File: src/rtl/conv_window_feeder_pkg.sv
// Shared defaults and sizing helpers for the convolution window feeder.
// The defaults mirror the PE multiply-adder operand geometry.
package conv_window_feeder_pkg;
  localparam int CONV_MULT_WIDTH     = 8;
  localparam int MA_TREE_SIZE        = 3;
  localparam int MULT_ADDER_IN_WIDTH = CONV_MULT_WIDTH * MA_TREE_SIZE;

  // Counter width for a count range of n; never narrower than one bit.
  function automatic int cnt_w(input int n);
    return (n > 1) ? $clog2(n) : 1;
  endfunction
endpackage

File: src/rtl/conv_window_shift.sv
// TREE_SIZE-deep pixel shift register; new pixels enter the top element,
// element 0 (low bits) holds the oldest pixel.
module conv_window_shift
  import conv_window_feeder_pkg::*;
#(
  parameter int MULT_WIDTH = CONV_MULT_WIDTH,
  parameter int TREE_SIZE  = MA_TREE_SIZE
) (
  input  logic                            clock,
  input  logic                            reset,
  input  logic                            shift_en_i,
  input  logic [MULT_WIDTH-1:0]           din_i,
  output logic [TREE_SIZE*MULT_WIDTH-1:0] win_o
);
  logic [TREE_SIZE*MULT_WIDTH-1:0] win_q, win_d;

  always_comb begin
    win_d = win_q;
    if (shift_en_i) win_d = {din_i, win_q[TREE_SIZE*MULT_WIDTH-1:MULT_WIDTH]};
  end

  always_ff @(posedge clock or posedge reset) begin
    if (reset) win_q <= '0;
    else       win_q <= win_d;
  end

  assign win_o = win_q;
endmodule

File: src/rtl/conv_window_feeder.sv
// Loads a kernel serially, then slides a per-row window over a pixel stream
// and presents window/kernel operand pairs to the PE with valid/ready.
module conv_window_feeder
  import conv_window_feeder_pkg::*;
#(
  parameter int MULT_WIDTH = CONV_MULT_WIDTH,
  parameter int TREE_SIZE  = MA_TREE_SIZE,
  parameter int ROW_LEN    = 32,
  parameter int NUM_ROWS   = 32
) (
  input  logic                            clock,
  input  logic                            reset,
  input  logic                            start,
  input  logic [MULT_WIDTH-1:0]           k_data,
  input  logic                            k_valid,
  output logic                            k_ready,
  input  logic [MULT_WIDTH-1:0]           pix_data,
  input  logic                            pix_valid,
  output logic                            pix_ready,
  output logic [TREE_SIZE*MULT_WIDTH-1:0] out_in,
  output logic [TREE_SIZE*MULT_WIDTH-1:0] out_kernel,
  output logic                            out_valid,
  input  logic                            out_ready,
  output logic                            busy,
  output logic                            done
);
  localparam int VW    = TREE_SIZE * MULT_WIDTH;
  localparam int COL_W = cnt_w(ROW_LEN);
  localparam int ROW_W = cnt_w(NUM_ROWS);
  localparam int KC_W  = $clog2(TREE_SIZE + 1);

  localparam logic [1:0] S_IDLE   = 2'd0;
  localparam logic [1:0] S_LOAD_K = 2'd1;
  localparam logic [1:0] S_STREAM = 2'd2;
  localparam logic [1:0] S_DRAIN  = 2'd3;

  logic [1:0]       state_q, state_d;
  logic [KC_W-1:0]  k_cnt_q, k_cnt_d;
  logic [KC_W-1:0]  fill_q, fill_d;
  logic [COL_W-1:0] col_q, col_d;
  logic [ROW_W-1:0] row_q, row_d;
  logic [VW-1:0]    kernel_q, kernel_d;
  logic             out_valid_q, out_valid_d;
  logic             done_q, done_d;
  logic [VW-1:0]    win;
  logic             pix_acc;

  assign k_ready   = (state_q == S_LOAD_K);
  assign pix_ready = (state_q == S_STREAM) && (!out_valid_q || out_ready);
  assign pix_acc   = pix_valid && pix_ready;
  assign busy      = (state_q != S_IDLE);
  assign done      = done_q;
  assign out_valid = out_valid_q;
  // The window only moves on a pixel accept, which backpressure blocks,
  // so it is already stable while an output is pending.
  assign out_in     = {VW{out_valid_q}} & win;
  assign out_kernel = {VW{out_valid_q}} & kernel_q;

  conv_window_shift #(
    .MULT_WIDTH(MULT_WIDTH),
    .TREE_SIZE (TREE_SIZE)
  ) u_shift (
    .clock     (clock),
    .reset     (reset),
    .shift_en_i(pix_acc),
    .din_i     (pix_data),
    .win_o     (win)
  );

  always_comb begin
    state_d     = state_q;
    k_cnt_d     = k_cnt_q;
    fill_d      = fill_q;
    col_d       = col_q;
    row_d       = row_q;
    kernel_d    = kernel_q;
    out_valid_d = out_valid_q;
    done_d      = 1'b0;
    if (out_valid_q && out_ready) out_valid_d = 1'b0;
    case (state_q)
      S_IDLE: begin
        if (start) begin
          state_d = S_LOAD_K;
          k_cnt_d = '0;
        end
      end
      S_LOAD_K: begin
        if (k_valid) begin
          for (int i = 0; i < TREE_SIZE; i++)
            if (k_cnt_q == KC_W'(i)) kernel_d[i*MULT_WIDTH +: MULT_WIDTH] = k_data;
          k_cnt_d = k_cnt_q + 1'b1;
          if (k_cnt_q == KC_W'(TREE_SIZE - 1)) begin
            state_d = S_STREAM;
            col_d   = '0;
            row_d   = '0;
            fill_d  = '0;
          end
        end
      end
      S_STREAM: begin
        if (pix_acc) begin
          if (fill_q == KC_W'(TREE_SIZE - 1)) out_valid_d = 1'b1;
          else                                fill_d      = fill_q + 1'b1;
          // A window never straddles rows: restart filling on the new row.
          if (col_q == COL_W'(ROW_LEN - 1)) begin
            col_d  = '0;
            fill_d = '0;
            row_d  = row_q + 1'b1;
            if (row_q == ROW_W'(NUM_ROWS - 1)) begin
              state_d = S_DRAIN;
              row_d   = '0;
            end
          end else begin
            col_d = col_q + 1'b1;
          end
        end
      end
      S_DRAIN: begin
        if (!out_valid_q || out_ready) begin
          state_d = S_IDLE;
          done_d  = 1'b1;
        end
      end
      default: state_d = S_IDLE;
    endcase
  end

  always_ff @(posedge clock or posedge reset) begin
    if (reset) begin
      state_q     <= S_IDLE;
      k_cnt_q     <= '0;
      fill_q      <= '0;
      col_q       <= '0;
      row_q       <= '0;
      kernel_q    <= '0;
      out_valid_q <= 1'b0;
      done_q      <= 1'b0;
    end else begin
      state_q     <= state_d;
      k_cnt_q     <= k_cnt_d;
      fill_q      <= fill_d;
      col_q       <= col_d;
      row_q       <= row_d;
      kernel_q    <= kernel_d;
      out_valid_q <= out_valid_d;
      done_q      <= done_d;
    end
  end
endmodule

File: config.mk
export PLATFORM = sky130hd
export DESIGN_NAME = conv_window_feeder
export DESIGN_NICKNAME = d
export VERILOG_FILES = /design/src/rtl/conv_window_feeder_pkg.sv /design/src/rtl/conv_window_shift.sv /design/src/rtl/conv_window_feeder.sv
export SDC_FILE = /design/constraint.sdc
export NUM_CORES = 1
export LEC_CHECK = 0
export ABC_AREA = 1
export BUFFER_PORTS_ARGS = -buffer_cell sky130_fd_sc_hd__buf_2
export CORE_MARGIN = 2
export CORE_UTILIZATION = 40
export CTS_CLUSTER_DIAMETER = 30
export DETAILED_ROUTE_END_ITERATION = 12
export SKIP_LAST_GASP = 1
export SYNTH_ARGS = -nofsm -noshare
export SYNTH_HDL_FRONTEND = slang
export SYNTH_SLANG_ARGS = --single-unit
export TNS_END_PERCENT = 20
File: constraint.sdc
create_clock -name clock -period 3.2 [get_ports clock]
set_input_delay 0.16 -clock clock [delete_from_list [all_inputs] [get_ports clock]]
set_output_delay 0.16 -clock clock [all_outputs]
set_load 0.05 [all_outputs]
======== Yosys cells after proc, flatten, opt, wreduce, memory -nomap -nowiden ========
Index checks and enable logic that the tools add are counted.
word-level totals
  output and inout bits ................... 53
  bits in registers ....................... 66
cells by class
  add/sub/neg operators ................... 4
  reductions and logical operators ........ 18
  multiplexer cells ....................... 32
  bitwise gates (word level) .............. 2
  equality and inequality tests ........... 16
operator list
  kind                   number
  $and A24 B24 Y24       2
  $mux W5                7
  $mux W2                14
  $pmux W5 S2            2
  $reduce_and A3 Y1      4
  $add A5 B1 Y5 const B  2
  $eq A5 B5 Y1 const B   2
  $reduce_and A5 Y1      2
  $eq A2 B2 Y1 const B   4
  $ne A2 B2 Y1 const B   4
  $pmux W2 S2            2
  $pmux W2 S4            1
  $reduce_and A7 Y1      1
  $mux W1                6
  $ne A2 B1 Y1 const B   3
  $reduce_bool A2 Y1     3
  $add A2 B1 Y2 const B  2
  $eq A2 B1 Y1 const B   2
  $logic_not A2 Y1       2
  $reduce_and A4 Y1      1
  $logic_and A1 B1 Y1    3
  $ne A3 B2 Y1 const B   1
  $logic_not A1 Y1       1
  $logic_or A1 B1 Y1     1

======== Depth between registers and ports, before layout ========
Gate-level depths: netlist of the first run.
  depth after elaboration ................. 6
  depth in mapped cells ................... 11
  mapped depth without buffers ............ 11

======== Modules after synthesis ========
A second synthesis of the first run with hierarchy kept.
second synthesis, totals
  cells, all modules ...................... 453
  area, all modules ....................... 3437.0 um^2
by module, submodules not included
  module              cells an instance  times used  area an instance (um^2)
  conv_window_feeder  350                1           2456.1
  conv_window_shift   103                1           980.9

======== Least setup slack after synthesis of the first run ========
Ideal clock, no wire load.
  path type ............................... flip-flop to flip-flop
  start ................................... register state_q[1]
  end ..................................... register kernel_q[17]
  setup slack ............................. 1423 ps
  clock period less this slack ............ 1777 ps
  setup time .............................. 126 ps
  buffers on the path ..................... 1
  cell stages (with the launch flop) ...... 9
  arrival ................................. 1651 ps
  data required time ...................... 3074 ps
  path through ............................ dfrtp_1 > inv_1 > ha_1 > nand2_1 > inv_2 > nand2_2 > buf_2 > nand2_1 > o21ai_0
on the way
  word-level cells in the longest chain between the ends .. 2
RTL lines
  item                         RTL line                   RTL
  start: declaration           conv_window_feeder.sv:37   logic [1:0] state_q, state_d;
  start signal: assignment     conv_window_feeder.sv:139  state_q <= state_d;
  $eq A2 B1 Y1                 --
  via k_ready                  conv_window_feeder.sv:16   output logic k_ready,
  $reduce_and A3 Y1 (no line)  --
  end signal: assignment       conv_window_feeder.sv:144  kernel_q <= kernel_d;
  end: declaration             conv_window_feeder.sv:42   logic [VW-1:0] kernel_q, kernel_d;
The timed path passes the listed nets, and every way through them passes these cells.
A chain may end at the register's enable or synchronous reset.

======== Final worst setup path of the first run ========
  start ................................... register state_q[0]
  end ..................................... output port pix_ready
on the way
  word-level cells in the longest chain between the ends .. 2
RTL lines
  item                 RTL line                  RTL
  $eq A2 B2 Y1         conv_window_feeder.sv:49  assign pix_ready = (state_q == S_STREAM) && (!out_valid_q || out_ready);
  $logic_and A1 B1 Y1  conv_window_feeder.sv:49
  end: declaration     conv_window_feeder.sv:19  output logic pix_ready,
No other way between the ends.

==> results of run 1 <==
## registers in the layout, indices dropped and copies added (netlist names)
name,count
u_shift.win_o,24
kernel_q,24
k_cnt_q,2
col_q,5
fill_q,2
done,1
out_valid,1
row_q,5
state_q,2
## final cells by class
| cell class | instances | area [um2] | area share (%) |
|---|---|---|---|
| tap | 105 | 131.4 | 3.324 |
| clock buffer | 11 | 141.4 | 3.577 |
| multi-input combinational | 266 | 1280 | 32.38 |
| sequential | 66 | 1652 | 41.79 |
| timing repair buffer | 78 | 402.9 | 10.19 |
| clock inverter | 5 | 30.03 | 0.7597 |
| inverter | 84 | 315.3 | 7.977 |
## stage by stage
stage                     worst slack (ns)  std cells  util [%]  hold slack, ns  area (um2)
after global placement               1.385        598     46.36          0.1975        3771
after detailed placement             1.301        598     46.36          0.1998        3771
after CTS                            1.126        615     48.59         0.04228        3953
after floorplan                      1.385        430         -          0.2977        3317
final                                1.151        615     48.59         0.05104        3953
after global routing                 1.016        615     48.59         0.05285        3953
## cells by family after synthesis
group	count (synthesis)	share of synthesized area, %
compound gates	52	7.846
xor+xnor	1	0.2641
fa+ha+maj	14	5.281
buf+inv	98	11.62
flops	66	49.79
simple gates	199	25.20
## layer usage
metal	wire length [um]	global-route usage, %	share of wire, %	vias to the layer above
met3	277	3.794	3.9	10
met4	100	5.435	1.4	0
met1	3404	22.36	48	1305
met2	3326	26.35	47	52
met5	0	0	0	-
li1	-	-	-	1446
## critical path, cell delays in order, from the launching register on
cell and delay (ns):
dfrtp_1 0.41, inv_1 0.13, ha_1 0.28, inv_1 0.08, nor2_2 0.31, buf_2 0.33
## power by group
part | total [mW] | internal, mW | switching (mW)
registers | 1.36 | 1.16 | 0.204
clock network | 0.614 | 0.298 | 0.316
logic | 1.02 | 0.331 | 0.686
total | 2.99 | 1.79 | 1.21
## how the worst max path moves through the flow
stage / from / to / slack, ns
final: state_q[0] / pix_ready / 1.15
after global routing: state_q[0] / pix_ready / 1.02
after CTS: state_q[0] / pix_ready / 1.13
after detailed placement: state_q[0] / col_q[3] / 1.30
after global placement: state_q[0] / col_q[3] / 1.38
after floorplan: reset / col_q[0] / 1.39
## layout by cell type (no fill, tap or decap)
cell	count
dlygate4sd3_1	1
nor2_1	19
o21ai_1	10
buf_2	74
dfrtp_1	66
a21oi_1	11
clkinvlp_4	2
nand2_2	4
nand2_4	1
clkinv_2	3
clkbuf_8	10
nand4_1	6
nand3_4	1
inv_2	4
or2_2	2
nand3_1	18
or2_1	1
nand3_2	1
o21ai_0	31
buf_4	3
nor3b_1	1
ha_1	14
xor2_1	1
nor2_2	1
nand2_1	144
clkbuf_1	1
inv_1	80
==> metrics.yaml, run 1 <==
drt:
  vias_per_cell: 4.574
  wirelength_um: 7108
  drtIter0Drc: 96
  ant_nets: 0
  post-route-drc-count: 0
  route.vias.total: 2813
  routedWlPerCell_um: 11.56
  drtPass1Iterations: 4
synth:
  synth.avg_cell_area_um2: 7.714
  syn_nets: 466
  synth_area_um2: 3317
  synth.largest_area_cell: "dfrtp_1"
  synth_top_area_share_pct: 49.79
  async_reset_ff_share_pct: 100.0
  yosys_warnings: 0
  yosysMostFrequentCell: "nand2_1"
  ys_top_cells_by_area: "dfrtp_1, nand2_1, inv_1, ha_1, o21ai_0"
  synth_edf_count: 0
  synth-seq-cells: 66
  ys.flop_type: "dfrtp_1"
  synth_commonest_cells: "nand2_1, inv_1, dfrtp_1"
  synthCells: 430
  ys_seq_area_share_pct: 49.79
  yosysUniqueCellTypes: 23
floorplan:
  start_util_pct: 40.78
  ios: 75
  dieHeight_um: 95.06
  core_region_area_um2: 8134
  die_x_um: 95.06
  std_cell_rows: 33
  die_area_um2: 9036
global_routing:
  antenna_found_initial: 0
  grt_max_degree: 51
  grt_pass1_vias: 2627
  grt_pass1_wl_um: 11790
  grt_util_all_layers_pct: 16.53
  grt_overflow: 0
worst_setup_path:
  required_ns: 3.04
  rrSetupSlack_ns: 1.29
  cp_max_fo: 9
  crit_path_end_kind: "output port"
  arrival_ns: 1.89
  worstSetupPathType: "flip-flop to output port"
  r2r-start: "state_q[0]"
  crit_path_start_kind: "flip-flop"
  timing.rr.end: "col_q[4]"
  reg2regPathDepth: 7
hold_path:
  hold_end: "u_shift.win_o[18]"
  hold_path_depth: 3
  worstHoldStart: "pix_data[2]"
  hp-class: "input pin to flip-flop"
run_status:
  outcome: "completed"
timing:
  fin_skew_ns: 0.007711
  post-route-min-period_ns: 2.049
  fmax_mhz: 488.1
  period_share_pct: 64.02
  tns_ns: 0
  worst_pin_slew_ns: 0.4976
  hold_viol: 0
  finalMaxSlewViolations: 0
  timing.slew.headroom_pct: 66.82
  rsz0062_at_grt: "no"
  setup_viol: 0
clocking:
  numCtsBuffers: 9
  cts_resized: 0
  cts.clk_slew.worst_paths_ns: 0.07
  worstSkewPairLatency_ns: 0.34
  clock_path_buffers: 2
  cts_setup_buffers: 0
  cts-root-buf: "clkbuf_8"
  cts_tree: "built"
  cts_sinks: 66
  h-tree-depth: 3
  postCtsHoldBufs: 1
placed_design:
  globalplace.congestion: 0.8520
  numPortBuffers: 74
  hpwl_um: 5149
finish:
  antenna_cells: 0
  fillerInstances: 823
  fin_nets: 541
  drive_gt1_share_pct: 20.78
  area_growth_pct: 19.16
run:
  cap_violations: 0
pwr:
  p_leak_nw: 2.539
  power_mw: 2.993
  p_per_area_nw_per_um2: 757.3
  vdd_drop_max_uv: 272.1
Note: power is estimated with default switching activity, not from simulation.
==> inputs of run 2 (changes only) <==
- ABC_AREA: 1 -> 0
- clock period: 3.2 -> 2 ns (I/O delays scaled with it)
==> metrics.yaml, run 2 <==
hold_path:
  worstHoldStart: "k_data[4]"
  hp-class: "input pin to flip-flop"
  hold_end: "kernel_q[12]"
  hold_path_depth: 2  # -1
pwr:
  p_clk_share_pct: 18.8  # -1.7 points
  vdd_drop_max_uv: 490.1  # +80%
  combPwrFrac_pct: 37.4  # +3.4 points
  p_sw_share_pct: 34.55  # -5.7 points
  power_mw: 4.957  # +66%
  seqPwrFrac_pct: 43.8  # -1.7 points
  p_leak_nw: 2.067  # -19%
  p_sw_mw: 1.713  # +42%
  p_per_area_nw_per_um2: 1184  # +56%
  p_int_mw: 3.245  # +81%
global_routing:
  antenna_found_initial: 0  # unchanged
  grt_max_degree: 49  # -3.9%
  grt_util_all_layers_pct: 15.43  # -1.1 points
  grt_pass1_wl_um: 10820  # -8.3%
  grt_pass1_vias: 2322  # -12%
  grt_overflow: 0  # unchanged
floorplan:
  ios: 75  # unchanged
  start_util_pct: 41.04  # +0.26 points
  die_x_um: 95.36  # +0.31%
  std_cell_rows: 33  # unchanged
  die_area_um2: 9093  # +0.62%
  core_region_area_um2: 8134  # unchanged
  dieHeight_um: 95.36  # +0.31%
finish:
  fin_nets: 413  # -24%
  fin_area_um2: 4188  # +6.0%
  area_growth_pct: 25.45
  most-common-layout-cells: "buf_2, dfrtp_1, and2_1"
  drive_gt1_share_pct: 43.31  # +23 points
  fin_cells: 486  # -21%
  fillerInstances: 742  # -9.8%
  antenna_cells: 0  # unchanged
  layout_commonest_cell: "buf_2"
timing:
  fin_skew_ns: 0.008702  # +0.0009908 ns
  fmax_mhz: 522.6
  period_share_pct: 95.68
  tns_ns: 0  # unchanged
  rsz0062_at_grt: "yes"
  post-route-min-period_ns: 1.914
  finalMaxSlewViolations: 0  # unchanged
  timing.slew.headroom_pct: 64.55  # -2.3 points
  hold_viol: 0  # unchanged
  worst_pin_slew_ns: 0.5309  # +0.03329 ns
  setup_viol: 0  # unchanged
  fin_hold_ws_ns: 0.03167  # -0.01936 ns
synth:
  async_reset_ff_share_pct: 100.0  # unchanged
  synth_area_um2: 3338  # +0.64%
  yosys_warnings: 0  # unchanged
  synth_commonest_cells: "dfrtp_1, and2_1, mux2_2"
  ys_top_cells_by_area: "dfrtp_1, mux2_2, and2_1, ha_1, mux2_1"
  synth_edf_count: 0  # unchanged
  synth_top_area_share_pct: 49.48  # -0.32 points
  synth.largest_area_cell: "dfrtp_1"
  synthCells: 282  # -34%
  ys_seq_area_share_pct: 49.48  # -0.32 points
  yosysMostFrequentCell: "dfrtp_1"
  synth-seq-cells: 66  # unchanged
  yosysUniqueCellTypes: 42  # +83%
  ys.flop_type: "dfrtp_1"
  synth.avg_cell_area_um2: 11.84  # +53%
  syn_nets: 318  # -32%
placed_design:
  numPortBuffers: 74  # unchanged
  dpl_cell_area_um2: 3899  # +3.4%
  place_inst: 462  # -23%
  globalplace.congestion: 0.8042  # -5.6%
  hpwl_um: 4585  # -11%
drt:
  route.vias.total: 2397  # -15%
  routedWlPerCell_um: 13.49  # +17%
  wl_met1_um: 3155  # -7.3%
  ant_nets: 0  # unchanged
  post-route-drc-count: 0  # unchanged
  drtPass1Iterations: 4  # unchanged
  vias_per_cell: 4.932  # +7.8%
  met3_length_um: 280  # +1.1%
  drtIter0Drc: 134  # +40%
  top_layer: "met4"
  wl_met2_um: 3032  # -8.8%
  wirelength_um: 6555  # -7.8%
clocking:
  cts-root-buf: "clkbuf_8"
  cts_setup_buffers: 0  # unchanged
  cts.clk_slew.worst_paths_ns: 0.07  # about the same
  cts_sinks: 66  # unchanged
  h-tree-depth: 3  # unchanged
  numCtsBuffers: 9  # unchanged
  cts_tree: "built"
  worstSkewPairLatency_ns: 0.33  # about the same
  clock_path_buffers: 2  # unchanged
worst_setup_path:
  timing.rr.end: "fill_q[0]"
  required_ns: 2.26  # -0.78 ns
  crit_path_end_kind: "flip-flop"
  cpMaxStageDelayCell: "or4_4"
  worstSetupPathType: "flip-flop to flip-flop"
  path_cells: "ha_1, and3_1, ha_2, buf_4, or4_4, a22oi_2"
  crit_buf_inv: 1  # -2
  cp_slowest_stage_delay_ns: 0.54  # +0.13 ns
  cp_top_family: "simple AND/OR/NAND/NOR gates"
  crit_path_start_kind: "flip-flop"
  arrival_ns: 2.18  # +0.29 ns
  reg2regPathDepth: 6  # -1
  rrSetupSlack_ns: 0.09  # -1.20 ns
  cp_max_fo: 4  # -5
  r2r-start: "col_q[0]"
run_status:
  outcome: "completed"
run:
  cap_violations: 0  # unchanged
run 2: cell count changes in the layout (fill, tap and decap cells not counted), moves of 8 or more:
cell	delta
dlygate4sd3_1	+8
nor2_1	-15
nand3_1	-11
nand2_1	-137
o21ai_1	-9
o21ai_0	-24
and2_1	+51
buf_4	+8
mux2_2	+45
inv_1	-73
run 2: worst max path at each step:
stage | from | endpoint | cells after the start
floorplan | state_q[1] | col_q[3] | 7
global placement | row_q[0] | state_q[1] | 7
detailed placement | col_q[0] | state_q[1] | 7
CTS | col_q[0] | state_q[1] | 7
global route | row_q[0] | state_q[1] | 7
finish | col_q[0] | fill_q[0] | 6
run 2: power groups by stage:
stage	Combinational [mW]	Clock [mW]	Sequential (mW)
after detailed placement	1.79	0	2.20
final	1.85	0.933	2.17
after CTS	1.81	0.971	2.17
after global routing	2.06	1.04	2.25
after global placement	1.75	0	2.16
after floorplan	1.43	0	2.13
run 2: through the flow:
| step | util [%] | worst slack [ns] |
|---|---|---|
| 2_1_floorplan | - | 0.05587 |
| 3_3_place_gp | 47.93 | 0.05253 |
| 3_5_place_dp | 47.93 | -0.0002354 |
| 4_1_cts | 50.99 | 0.00005218 |
| 5_1_grt | 51.48 | -0.01448 |
| 6_report | 51.48 | 0.08635 |
run 2: repair_timing:
action	in CTS	in global routing
gates resized for setup	0	9
hold buffers	9	0
pin swaps	1	0
hold endpoints to repair	32	0
endpoints found under the setup margin	1	4
run 2: cell families after synthesis:
logic type	count (synthesis)	synth area share (%)
AO/OA/AOI/OAI	35	7.796
multiplexers	50	16.87
buffers and inverters	21	2.998
adder cells (fa/ha/maj)	14	5.247
AND/OR/NAND/NOR	96	17.62
flip-flops	66	49.48
run 2: layer usage:
layer,up-vias,global-route usage (%)
met4,0,4.710
met5,-,0
li1,1174,-
met3,7,4.822
met2,53,25.23
met1,1163,19.59
run 2: layout make-up:
class	count	area, um2	share of cell area, %
Sequential cell	66	1652	39.44
Timing Repair Buffer	96	583.1	13.92
Clock inverter	6	35.03	0.8366
Tap cell	105	131.4	3.137
Inverter	9	33.78	0.8067
Clock buffer	9	123.9	2.958
Multi-Input combinational cell	195	1629	38.90
run 2: worst reg2reg max path, stage by stage (launching register included):
cell	delay (ns)
dfrtp_1	0.38
ha_1	0.22
and3_1	0.19
ha_2	0.19
buf_4	0.15
or4_4	0.54
a22oi_2	0.18
